<file path="config.mk">
export PLATFORM = sky130hd
export DESIGN_NAME = mmio_uart_tx
export DESIGN_NICKNAME = d
export VERILOG_FILES = /design/src/rtl/mmio_uart_tx.sv
export SDC_FILE = /design/constraint.sdc
export NUM_CORES = 1
export LEC_CHECK = 0
export CORE_MARGIN = 2
export CORE_UTILIZATION = 45
export DETAILED_ROUTE_END_ITERATION = 8
export HOLD_SLACK_MARGIN = 0.15
export PLACE_DENSITY = 0.68
export RECOVER_POWER = 50
export SYNTH_ARGS = -nofsm -noshare
export SYNTH_HDL_FRONTEND = slang
export SYNTH_SLANG_ARGS = --single-unit
</file>
<file path="constraint.sdc">
create_clock -name clk -period 2.9 [get_ports clk]
set_input_delay 0.435 -clock clk [delete_from_list [all_inputs] [get_ports clk]]
set_output_delay 0.435 -clock clk [all_outputs]
set_load 0.05 [all_outputs]
</file>
<file path="src/rtl/mmio_uart_tx.sv">
// mmio_uart_tx: memory-mapped 8N1 serial transmitter on the CPU data port.
//
// The CPU pushes bytes into a DEPTH-entry FIFO through TXDATA. A bit-timer
// driven state machine serialises them LSB first on tx. STATUS and DIV can be
// read combinationally, so a single-cycle CPU can poll them with plain loads.
//
// Register window (selected when daddr[31:4] == BASE_ADDR[31:4]):
//   0x0 TXDATA  write dwe[0]: push dwdata[7:0]; reads 0
//   0x4 STATUS  {16'b0, count, 3'b0, parityEn, overflow, busy, full, empty}
//               write dwe[0] with dwdata[3]=1 clears overflow
//   0x8 DIV     {16'b0, div}; dwe[0] writes div[7:0], dwe[1] writes div[15:8]
//   0xC         reads 0, writes ignored
//
// Ports:
//   clk     single clock, rising edge
//   reset   asynchronous active-high reset
//   daddr   CPU data address
//   dwdata  CPU write data
//   dwe     per-byte write enables
//   drdata  combinational read data, 0 outside the window
//   tx      serial line, idles high
//
// Build option: define MMIO_UART_TX_PARITY_EN to insert an even-parity bit
// between the data bits and the stop bit (STATUS bit 4 then reads 1).

module mmio_uart_tx #(
  parameter logic [31:0] BASE_ADDR = 32'h0000_0400,
  parameter int          DEPTH     = 8,
  parameter logic [15:0] DIV_RESET = 16'd3
) (
  input  logic        clk,
  input  logic        reset,
  input  logic [31:0] daddr,
  input  logic [31:0] dwdata,
  input  logic [3:0]  dwe,
  output logic [31:0] drdata,
  output logic        tx
);

  localparam int PW = $clog2(DEPTH);
  localparam int CW = PW + 1;

  localparam logic [2:0] IDLE   = 3'd0;
  localparam logic [2:0] START  = 3'd1;
  localparam logic [2:0] DATA   = 3'd2;
  localparam logic [2:0] STOP   = 3'd4;
`ifdef MMIO_UART_TX_PARITY_EN
  localparam logic [2:0] PARITY = 3'd3;
  localparam logic       PAR_FLAG = 1'b1;
`else
  localparam logic       PAR_FLAG = 1'b0;
`endif

  logic [7:0]    mem [DEPTH];
  logic [PW-1:0] wrPtr;
  logic [PW-1:0] rdPtr;
  logic [CW-1:0] count;
  logic          overflow;
  logic [15:0]   div;

  logic [2:0]    state;
  logic [7:0]    shiftReg;
  logic [15:0]   bitTimer;
  logic [15:0]   reload;
  logic [2:0]    bitIdx;
`ifdef MMIO_UART_TX_PARITY_EN
  logic          parityBit;
`endif

  logic       sel;
  logic [1:0] regSel;
  logic       wrTx;
  logic       wrStat;
  logic       wrDivLo;
  logic       wrDivHi;
  logic       empty;
  logic       full;
  logic       busy;
  logic       pushOk;
  logic       pop;
  logic       timerDone;
  logic [7:0] head;
  logic [7:0] countField;

  // Byte lanes and address bits that no register looks at.
  logic unusedBits;
  assign unusedBits = &{1'b0, daddr[1:0], dwdata[31:16], dwe[3:2]};

  assign sel     = (daddr[31:4] == BASE_ADDR[31:4]);
  assign regSel  = daddr[3:2];
  assign wrTx    = sel && (regSel == 2'd0) && dwe[0];
  assign wrStat  = sel && (regSel == 2'd1) && dwe[0];
  assign wrDivLo = sel && (regSel == 2'd2) && dwe[0];
  assign wrDivHi = sel && (regSel == 2'd2) && dwe[1];

  assign empty      = (count == '0);
  assign full       = (count == CW'(DEPTH));
  assign busy       = (state != IDLE);
  assign pushOk     = wrTx && !full;
  assign timerDone  = (bitTimer == reload);
  assign head       = mem[rdPtr];
  assign countField = 8'(count);

  // A byte leaves the FIFO either from idle or right at the end of a stop
  // bit, which is what makes consecutive frames abut with no idle gap.
  assign pop = !empty && ((state == IDLE) || ((state == STOP) && timerDone));

  // Storage needs no reset: the pointers alone define which entries are live.
  always_ff @(posedge clk) begin
    if (pushOk) begin
      mem[wrPtr] <= dwdata[7:0];
    end
  end

  always_ff @(posedge clk or posedge reset) begin
    if (reset) begin
      wrPtr <= '0;
      rdPtr <= '0;
      count <= '0;
    end else begin
      if (pushOk) begin
        wrPtr <= wrPtr + PW'(1);
      end
      if (pop) begin
        rdPtr <= rdPtr + PW'(1);
      end
      case ({pushOk, pop})
        2'b10:   count <= count + CW'(1);
        2'b01:   count <= count - CW'(1);
        default: count <= count;
      endcase
    end
  end

  // Overflow is sticky; a dropped push wins over a same-cycle clear.
  always_ff @(posedge clk or posedge reset) begin
    if (reset) begin
      overflow <= 1'b0;
    end else if (wrTx && full) begin
      overflow <= 1'b1;
    end else if (wrStat && dwdata[3]) begin
      overflow <= 1'b0;
    end
  end

  always_ff @(posedge clk or posedge reset) begin
    if (reset) begin
      div <= DIV_RESET;
    end else begin
      if (wrDivLo) begin
        div[7:0] <= dwdata[7:0];
      end
      if (wrDivHi) begin
        div[15:8] <= dwdata[15:8];
      end
    end
  end

  // The divisor is snapshotted into reload at each pop, so a DIV write only
  // takes effect from the next frame.
  always_ff @(posedge clk or posedge reset) begin
    if (reset) begin
      state    <= IDLE;
      shiftReg <= '0;
      bitTimer <= '0;
      reload   <= '0;
      bitIdx   <= '0;
`ifdef MMIO_UART_TX_PARITY_EN
      parityBit <= 1'b0;
`endif
    end else if (pop) begin
      state    <= START;
      shiftReg <= head;
      reload   <= div;
      bitTimer <= '0;
      bitIdx   <= '0;
`ifdef MMIO_UART_TX_PARITY_EN
      parityBit <= ^head;
`endif
    end else begin
      case (state)
        IDLE: begin
          state <= IDLE;
        end
        START: begin
          if (timerDone) begin
            bitTimer <= '0;
            state    <= DATA;
          end else begin
            bitTimer <= bitTimer + 16'd1;
          end
        end
        DATA: begin
          if (timerDone) begin
            bitTimer <= '0;
            if (bitIdx == 3'd7) begin
`ifdef MMIO_UART_TX_PARITY_EN
              state <= PARITY;
`else
              state <= STOP;
`endif
            end else begin
              shiftReg <= {1'b0, shiftReg[7:1]};
              bitIdx   <= bitIdx + 3'd1;
            end
          end else begin
            bitTimer <= bitTimer + 16'd1;
          end
        end
`ifdef MMIO_UART_TX_PARITY_EN
        PARITY: begin
          if (timerDone) begin
            bitTimer <= '0;
            state    <= STOP;
          end else begin
            bitTimer <= bitTimer + 16'd1;
          end
        end
`endif
        STOP: begin
          if (timerDone) begin
            bitTimer <= '0;
            state    <= IDLE;
          end else begin
            bitTimer <= bitTimer + 16'd1;
          end
        end
        default: begin
          state <= IDLE;
        end
      endcase
    end
  end

  always_comb begin
    tx = 1'b1;
    case (state)
      START:   tx = 1'b0;
      DATA:    tx = shiftReg[0];
`ifdef MMIO_UART_TX_PARITY_EN
      PARITY:  tx = parityBit;
`endif
      default: tx = 1'b1;
    endcase
  end

  always_comb begin
    drdata = '0;
    if (sel) begin
      case (regSel)
        2'd1:    drdata = {16'b0, countField, 3'b0, PAR_FLAG, overflow, busy, full, empty};
        2'd2:    drdata = {16'b0, div};
        default: drdata = '0;
      endcase
    end
  end

endmodule

</file>
======== Yosys cells after proc, flatten, opt, wreduce, memory -nomap -nowiden ========
Memories as Yosys holds them, arrays and structs flattened.
Cells that the tools add are included.
word-level totals
  memories kept ........................... 1
  word-level logic and storage cells ...... 86
  output and inout port bits .............. 33
  input bits .............................. 70
  register bits ........................... 73
  RAM bits ................................ 64
operators by class
  add/sub/neg operators ................... 6
  muxes and demuxes ....................... 25
  reduce and logical (&&, ||, !) cells .... 27
  equal/unequal tests ..................... 16
memory list
  name  depth  width  rd ports  clocked after memory_dff  wr ports  line  source
  mem   8      8      1         0                         1         54    logic [7:0] mem [DEPTH];
operators by type and width
  kind                                                                     number
  16-bit two-way mux                                                       4
  8-bit two-way mux                                                        4
  16-bit case mux with 2 select lines                                      1
  28-bit by 7-bit equality test with 1-bit output (second input constant)  1
  3-bit two-way mux                                                        9
  16-bit by 1-bit adder with 16-bit output (second input constant)         1
  16-bit equality test                                                     1
  1-bit logical AND                                                        12
  3-bit inequality test (second input constant)                            4
  2-bit nonzero test                                                       5
  3-bit by 1-bit adder with 3-bit output (second input constant)           3
  3-bit case mux with 3 select lines                                       1
  4-bit case mux with 2 select lines                                       1
  3-bit equality test (second input constant)                              2
  4-bit by 1-bit adder with 4-bit output (second input constant)           1
  2-bit by 1-bit equality test with 1-bit output (second input constant)   2
  2-bit equality test (second input constant)                              2
  4-bit equality test (second input constant)                              1
  4-bit zero test                                                          1
  1-bit two-way mux                                                        4
  4-bit AND reduction                                                      1
  4-bit by 1-bit subtractor with 4-bit output (second input constant)      1
  3-bit by 1-bit equality test with 1-bit output (second input constant)   1
  3-bit by 2-bit equality test with 1-bit output (second input constant)   1
  other kinds (9)                                                          10

======== Logic depth before layout (Yosys ltp) ========
Gate-level depths: netlist of the first run.
  depth after elaboration ................. 6
  depth in mapped cells ................... 14

======== Worst setup path after synthesis of the first run ========
No wires, ideal clock.
  path kind ............................... flip-flop to flip-flop
  start point ............................. reg bitTimer[0]
  end point ............................... reg count[2]
  required time ........................... 2.767 ns
  arrival time ............................ 2.803 ns
  period minus slack after synthesis ...... 2.936 ns
  buffers on the path ..................... 2
  path slack .............................. -0.036 ns
  setup time .............................. 0.133 ns
  cell stages (with the launch flop) ...... 15
  path through ............................ dfrtp_1 xnor2_1 nand4_2 o41ai_4 nand2_2 inv_1 buf_2 ha_1 clkbuf_1 xor2_1 ha_1 a21oi_1 xor2_1 nor2_1 xor2_1
on the way
  longest elaborated chain between the ends .. 6
RTL lines
  what                                                                                          line  source
  from (decl)                                                                                   63    logic [15:0] bitTimer;
  from (signal assigned)                                                                        190   bitTimer <= bitTimer + 16'd1;
  from (signal assigned)                                                                        207   bitTimer <= bitTimer + 16'd1;
  from (signal assigned)                                                                        225   bitTimer <= bitTimer + 16'd1;
  16-bit equality test (*)                                                                      100   assign timerDone = (bitTimer == reload);
  1-bit logical AND (*)                                                                         106   assign pop = !empty && ((state == IDLE) || ((state == STOP) && timerDone));
  1-bit logical OR (*)                                                                          106
  1-bit logical AND (*)                                                                         106
  net pop                                                                                       80    logic pop;
  2-bit by 1-bit equality test with 1-bit output / 2-bit equality test (equally long branches)  127   case ({pushOk, pop})
  4-bit case mux with 2 select lines / 2-bit nonzero test (equally long branches)               --
  to (signal assigned)                                                                          128   2'b10: count <= count + CW'(1);
  to (signal assigned)                                                                          129   2'b01: count <= count - CW'(1);
  to (signal assigned)                                                                          130   default: count <= count;
  to (decl)                                                                                     57    logic [CW-1:0] count;
The timed path passes the listed nets; every way through them passes the cells marked *.
A chain may end at the register's enable or synchronous reset.

======== Worst setup path in the final report of the first run ========
  start point ............................. in daddr[8]
  end point ............................... out drdata[3]
on the way
  longest elaborated chain between the ends .. 2
RTL lines
  what                                             line  source
  from (decl)                                      33    input logic [31:0] daddr,
  28-bit by 7-bit equality test with 1-bit output  89    assign sel = (daddr[31:4] == BASE_ADDR[31:4]);
  16-bit two-way mux                               249   if (sel) begin
  to (decl)                                        36    output logic [31:0] drdata,
Every way passes these cells.

==> results of run 1 <==
[kinds of logic after synthesis]
kind of cell    Yosys count  synth area share
compound gates           65            0.0761
xor+xnor                 28            0.0400
mux                      61             0.133
simple gates            127             0.112
other cells               1          0.000576
flops                   137             0.576
fa+ha+maj                11            0.0211
buf+inv                  53            0.0413
[registers in the layout, indices dropped and copies added, names as in the netlist]
signal	count
div	16
bitIdx	3
state	3
bitTimer	16
rdPtr	3
shiftReg	8
wrPtr	3
count	4
reload	16
mem	64
overflow	1
[final cells by class]
| cell class | count | share of cell area |
|---|---|---|
| Clock buffer | 18 | 0.0534 |
| Clock inverter | 14 | 0.0207 |
| Inverter | 13 | 0.00594 |
| Multi-Input combinational cell | 308 | 0.312 |
| Sequential cell | 137 | 0.456 |
| Tap cell | 180 | 0.0274 |
| Timing Repair Buffer | 93 | 0.124 |
[per-stage QoR]
stage / hold slack, ns / utilization / std cells / setup TNS, ns / setup slack [ns]
2_1_floorplan: 0.467 / - / 498 / 0 / 0.0212
3_3_place_gp: 0.476 / 0.543 / 731 / -0.188 / -0.118
3_5_place_dp: 0.490 / 0.543 / 731 / -0.306 / -0.165
4_1_cts: 0.418 / 0.586 / 763 / 0 / 0.0177
5_1_grt: 0.519 / 0.587 / 763 / -0.0347 / -0.0136
6_report: 0.505 / 0.587 / 763 / 0 / 0.170
[worst max-delay path: stages]
cell and delay [ns]:
sky130_fd_sc_hd__clkdlybuf4s50_1 0.42, sky130_fd_sc_hd__nor4b_2 0.28, sky130_fd_sc_hd__nand4_1 0.19, sky130_fd_sc_hd__buf_4 0.20, sky130_fd_sc_hd__nor2_1 0.18, sky130_fd_sc_hd__nand2_2 0.18, sky130_fd_sc_hd__nor2_1 0.24, sky130_fd_sc_hd__buf_12 0.17
[what timing repair did]
action / CTS / global route
endpoints found under the setup margin: 0 / 8
endpoints found under the hold margin: 0 / 0
resized for setup: 0 / 7
[report_power, final]
group	leakage, nW	switching [W]	internal, W
combinational	1.42	0.000110	0.0000937
clock	0.306	0.000817	0.00138
sequential	1.59	0.0000229	0.00208
[worst min path at each step]
| stage | from | to | slack (ns) | depth (start not counted) |
|---|---|---|---|---|
| 4_1_cts | reset | count[0] | 0.42 | 3 |
| 3_5_place_dp | shiftReg[4] | shiftReg[4] | 0.49 | 1 |
| 3_3_place_gp | overflow | overflow | 0.48 | 1 |
| 2_1_floorplan | overflow | overflow | 0.47 | 1 |
| 5_1_grt | shiftReg[2] | shiftReg[2] | 0.52 | 1 |
| 6_report | shiftReg[2] | shiftReg[2] | 0.50 | 1 |
[routing by layer]
layer / vias up / wire length, um / global-route usage
li1: 1985 / - / -
met1: 2161 / 5970 / 0.250
met2: 135 / 6830 / 0.304
met3: 13 / 714 / 0.0490
met4: 0 / 177 / 0.0529
met5: - / 0 / 0
[cell usage in the layout, fill, tap and decap left out, types with 5 or more instances in the layout]
cell type,instances
sky130_fd_sc_hd__conb_1,16
sky130_fd_sc_hd__o21ai_0,9
sky130_fd_sc_hd__edfxtp_1,64
sky130_fd_sc_hd__xnor2_1,18
sky130_fd_sc_hd__nand3_1,16
sky130_fd_sc_hd__nor4_1,6
sky130_fd_sc_hd__dlygate4sd3_1,9
sky130_fd_sc_hd__inv_1,13
sky130_fd_sc_hd__nor3_1,10
sky130_fd_sc_hd__dfrtp_1,71
sky130_fd_sc_hd__nand2_1,17
sky130_fd_sc_hd__xor2_1,8
sky130_fd_sc_hd__a221o_1,9
sky130_fd_sc_hd__a31oi_1,12
sky130_fd_sc_hd__and2_1,12
sky130_fd_sc_hd__nor2_1,19
sky130_fd_sc_hd__a22oi_1,8
sky130_fd_sc_hd__a21oi_1,6
sky130_fd_sc_hd__mux2_2,41
sky130_fd_sc_hd__mux4_2,16
sky130_fd_sc_hd__clkdlybuf4s50_1,41
sky130_fd_sc_hd__buf_12,16
sky130_fd_sc_hd__and3_1,9
sky130_fd_sc_hd__buf_4,25
sky130_fd_sc_hd__ha_1,11
sky130_fd_sc_hd__nand4_1,8
sky130_fd_sc_hd__clkinv_2,5
sky130_fd_sc_hd__clkbuf_16,17
==> results.tsv, run 1 <==
stage	metric	value	unit
status	status	finished, violations left	
status	violations_in_the_final_reports	max-capacitance violations, max-slew violations	
global_routing	first_pass_grt_wire_length	23000	um
floorplan	ios	103	
layout	area.sequential	3750	sq um
detailed_routing	via_count	4294	
cts	cts_tree	done	
global_routing	grt_start_max_net_pins	47	
yosys	sequential_fraction_of_the_synthesis_area	0.576	
cts	cts-hold-fix-buffers	0	
detailed_routing	post_drt_via_cell_ratio	5.63	
cts	cts_made_buffers	17	
yosys	postSynth.asyncResetShare	0.533	
floorplan	coreArea	14000	sq um
cts	clock_tree.root_cell	sky130_fd_sc_hd__clkbuf_16	
global_routing	overflow	0	
global_routing	global_route.usage.total	0.187	
yosys	synth_top_area_share	0.295	
timing	timing.max_slew.rel_slack	-0.0427	
cts	postCtsSetupRepairBufs	0	
floorplan	chipHeight	124	um
critical_path	r2r_setup_slack	0.26	ns
layout	area.growth.synth_to_final	26.3	%
detailed_routing	routed_wirelength	13700	um
detailed_routing	route.detailed.drc	0	
layout	drive_above_1_share	0.266	
layout	design.final.nets	651	
cts	path_clk_slew	0.06	ns
cts	clockBufferDepth	2	
layout	multiInputGateArea	2570	sq um
cts	htreeDepth	4	
critical_path	rr_startpoint	bitTimer[6]	
yosys	ys_seq_elements	137	
yosys	synth_cell_types	60	
yosys	synthMostInstantiatedCell	sky130_fd_sc_hd__dfrtp_1	
floorplan	fp-row-count	43	
place	gp_congestion	0.801	
power	report.power.total	0.00450	W
yosys	commonest_cells_in_the_synthesized_netlist	71 x sky130_fd_sc_hd__dfrtp_1, 64 x sky130_fd_sc_hd__edfxtp_1, 41 x sky130_fd_sc_hd__mux2_2	
timing	layout_worst_path_cycle_share	0.941	
critical_path	critPathLaunch	daddr[8]	
yosys	synth_top_flop_cell	sky130_fd_sc_hd__dfrtp_1	
layout	layout.filler_cells	1104	
yosys	synth_warnings	0	
critical_path	worst_r2r_path_depth	11	
critical_path	cp_data_required_time	2.47	ns
layout	final_area	8220	sq um
job	drv.max_cap_violation_count	1	
timing	fmaxAchievable	366	MHz
yosys	syn-instance-count	483	
cts	cts_sinks	137	
critical_path	worst_ep_arrival_time	2.29	ns
floorplan	die_w	124	um
detailed_routing	drt-wirelength-per-cell	17.9	um
floorplan	start_util	0.465	
critical_path	worst_r2r_endpoint	count[3]	
yosys	synthesis.area_per_instance	13.5	sq um
detailed_routing	first_iter_violations	322	
timing	unrepaired_setup_endpoints_after_global_routing	yes	
critical_path	cp-endpoint	drdata[3]	
cts	insertion_delay	0.41	ns
yosys	synth.largest_area_cell	sky130_fd_sc_hd__edfxtp_1	
power	power.ir.vdd_worst	0.000378	V
timing	hold_viol_final	0	
critical_path	crit_fanout	8	
place	hpwl	9740	um
detailed_routing	drtAntennaViolNets	0	
layout	antennaDiodeCount	0	
yosys	post_synth_instance_area	6510	sq um
critical_path	crit_path_start_kind	primary input	
power	power_per_cell_area	548	nW/um^2
global_routing	first_global_vias	4436	
global_routing	initial_antenna_violation_count	0	
timing	final_max_slew_viol_count	28	
min_path	min_path_type	reg -> reg	
place	port_buffers	66	
critical_path	crit_type	in -> out	
floorplan	die_area	15400	sq um
critical_path	endpoint_kind	primary output	
yosys	synth_enable_flop_cells	64	
yosys	synthTopCellsByArea	sky130_fd_sc_hd__edfxtp_1 30%, sky130_fd_sc_hd__dfrtp_1 27%, sky130_fd_sc_hd__mux2_2 7.1%, sky130_fd_sc_hd__mux4_2 5.5%, sky130_fd_sc_hd__xnor2_1 2.4%	
timing	period_minus_ws_final	2.73	ns
timing	setup_viol_count_final	0	
power	power_leakage	3.31	nW
place	detailed_place.area	7590	sq um
timing	max_slew.worst_pin.slew	1.56	ns
timing	final.setup_skew	0.00510	ns
detailed_routing	detailedRoute.firstPassIterationCount	5	
Note: power is estimated with default switching activity, not from simulation.
==> inputs of run 2 (changes only) <==
- CORE_UTILIZATION: 45 -> 35
- PLACE_DENSITY: 0.68 -> 0.55
==> results.tsv, run 2 (synthesis gave the netlist of run 1 again) <==
stage	metric	value	unit
timing	fmaxAchievable	373	MHz
detailed_routing	post_drt_via_cell_ratio	5.23	
cts	insertion_delay	0.43	ns
global_routing	first_pass_grt_wire_length	22800	um
power	power_leakage	3.31	nW
critical_path	crit_type	in -> out	
layout	area.growth.synth_to_final	27.4	%
critical_path	endpoint_kind	primary output	
floorplan	chipHeight	140	um
detailed_routing	drtAntennaViolNets	0	
cts	htreeDepth	4	
global_routing	grt_start_max_net_pins	53	
floorplan	die_w	140	um
power	p_int	0.00342	W
detailed_routing	first_iter_violations	242	
layout	antennaDiodeCount	0	
critical_path	crit_path_start_kind	primary input	
place	dp_worst_setup_slack	-0.0918	ns
timing	post_route_setup_tns	0	ns
global_routing	global_route.usage.total	0.152	
timing	postLayoutSetupSlackWorst	0.218	ns
timing	period_minus_ws_final	2.68	ns
power	power.ir.vdd_worst	0.000501	V
power	clock_power_share	0.490	
critical_path	crit_fanout	8	
job	drv.max_cap_violation_count	0	
critical_path	worst_ep_arrival_time	2.25	ns
layout	drive_above_1_share	0.252	
detailed_routing	via_count	4245	
critical_path	timing.critical_path.slowest_stage_cell	sky130_fd_sc_hd__clkdlybuf4s50_1	
timing	hold_viol_final	0	
floorplan	fp-row-count	49	
floorplan	coreArea	18100	sq um
layout	top_register	mem	
floorplan	die_area	19700	sq um
detailed_routing	route.detailed.drc	0	
detailed_routing	detailedRoute.firstPassIterationCount	4	
global_routing	initial_antenna_violation_count	0	
power	netSwitchingPower	0.00109	W
place	port_buffers	66	
min_path	min_path_cells	1	
critical_path	crit_chain	clkdlybuf4s50_1 > nor4_1 > nand4_1 > clkbuf_1 > nor2_1 > nand2_2 > nor2_1 > buf_12	
timing	max_slew.worst_pin.slew	1.11	ns
global_routing	overflow	0	
cts	clockBufferDepth	2	
timing	timing.max_slew.rel_slack	0.257	
cts	cts_made_buffers	17	
detailed_routing	drt-wirelength-per-cell	17.4	um
global_routing	first_global_vias	4273	
power	comb_power_share	0.045	
floorplan	start_util	0.360	
min_path	min_path_type	reg -> reg	
timing	setup_viol_count_final	0	
place	hpwl	10100	um
cts	path_clk_slew	0.06	ns
critical_path	worst_r2r_path_depth	11	
timing	layout_worst_path_cycle_share	0.925	
place	gp_congestion	0.797	
floorplan	ios	103	
detailed_routing	routed_wirelength	14100	um
critical_path	cp_slowest_stage_delay	0.40	ns
cts	postCtsSetupRepairBufs	0	
cts	clock_tree.root_cell	sky130_fd_sc_hd__clkbuf_16	
critical_path	cp_data_required_time	2.47	ns
timing	final_max_slew_viol_count	0	
power	power_per_cell_area	543	nW/um^2
timing	unrepaired_setup_endpoints_after_global_routing	no	
critical_path	critPathMostFrequentCell	sky130_fd_sc_hd__nor2_1	
timing	final.setup_skew	0.0108	ns
status	status	complete, no violations	
layout	mostFrequentLayoutCells	71 x sky130_fd_sc_hd__dfrtp_1, 64 x sky130_fd_sc_hd__edfxtp_1, 41 x sky130_fd_sc_hd__mux2_2	
cts	cts_sinks	137	
power	seq_power_share	0.465	
layout	design.final.nets	651	
power	sw_frac_of_total	0.242	
layout	flip_flop_count_of_the_largest_register_after_layout	64	
layout	most_common_library_cell_in_the_layout_ignoring_fill_and_taps	sky130_fd_sc_hd__dfrtp_1	
cts	cts_tree	done	
## run 2: repair_timing
action | in CTS | in global routing
gates resized for setup | 0 | 4
hold buffers | 0 | 0
endpoints found under the setup margin | 0 | 10
## run 2: final cells by class
type                       count  area, sq um
fill                        1599         9790
sequential                   137         3750
multi-input combinational    308         2550
timing repair buffer          93         1030
clock buffer                  17          425
tap                          229          287
clock inverter                15          200
inverter                      13         48.8
## run 2: power by group through the flow
stage / Sequential [W] / Combinational [W] / Clock (W)
global placement: 0.00213 / 0.000205 / 0
finish: 0.00210 / 0.000204 / 0.00221
detailed placement: 0.00213 / 0.000210 / 0
global route: 0.00210 / 0.000224 / 0.00234
CTS: 0.00210 / 0.000209 / 0.00225
floorplan: 0.00213 / 0.000127 / 0
## run 2: final timing paths
check                       startpoint  slack (ns)    endpoint
setup / recovery              daddr[7]        0.22  drdata[10]
hold / removal                overflow        0.51    overflow
setup reg to reg           bitTimer[6]        0.22    count[3]
hold reg to reg               overflow        0.51    overflow
max in group asynchronous        reset        1.41    state[2]
min in group asynchronous        reset        0.68    count[1]
## run 2: metal layers
metal  GRT usage  up-vias  routed length (um)  part of all wire
met5           0        -                   0                 0
met4      0.0548        0                 179             0.013
met3      0.0400       15                 654             0.046
met2       0.238      120                6760              0.48
met1       0.206     2130                6540              0.46
li1            -     1980                   -                 -
## run 2: per-stage QoR
| step | util | power (W) | hold WS [ns] | instances | instance area (sq um) |
|---|---|---|---|---|---|
| after CTS | 0.458 | 0.00456 | 0.385 | 812 | 8290 |
| after floorplan | - | 0.00225 | 0.467 | 498 | 6570 |
| after global placement | 0.424 | 0.00234 | 0.476 | 780 | 7670 |
| final | 0.458 | 0.00451 | 0.506 | 812 | 8290 |
| after global routing | 0.458 | 0.00467 | 0.528 | 812 | 8290 |
| after detailed placement | 0.424 | 0.00234 | 0.492 | 780 | 7670 |
## run 2: critical path: cells and delay by family
family / cells / cell delay, ns
AND/OR/NAND/NOR: 5 / 1.06
buffers and inverters: 3 / 0.75
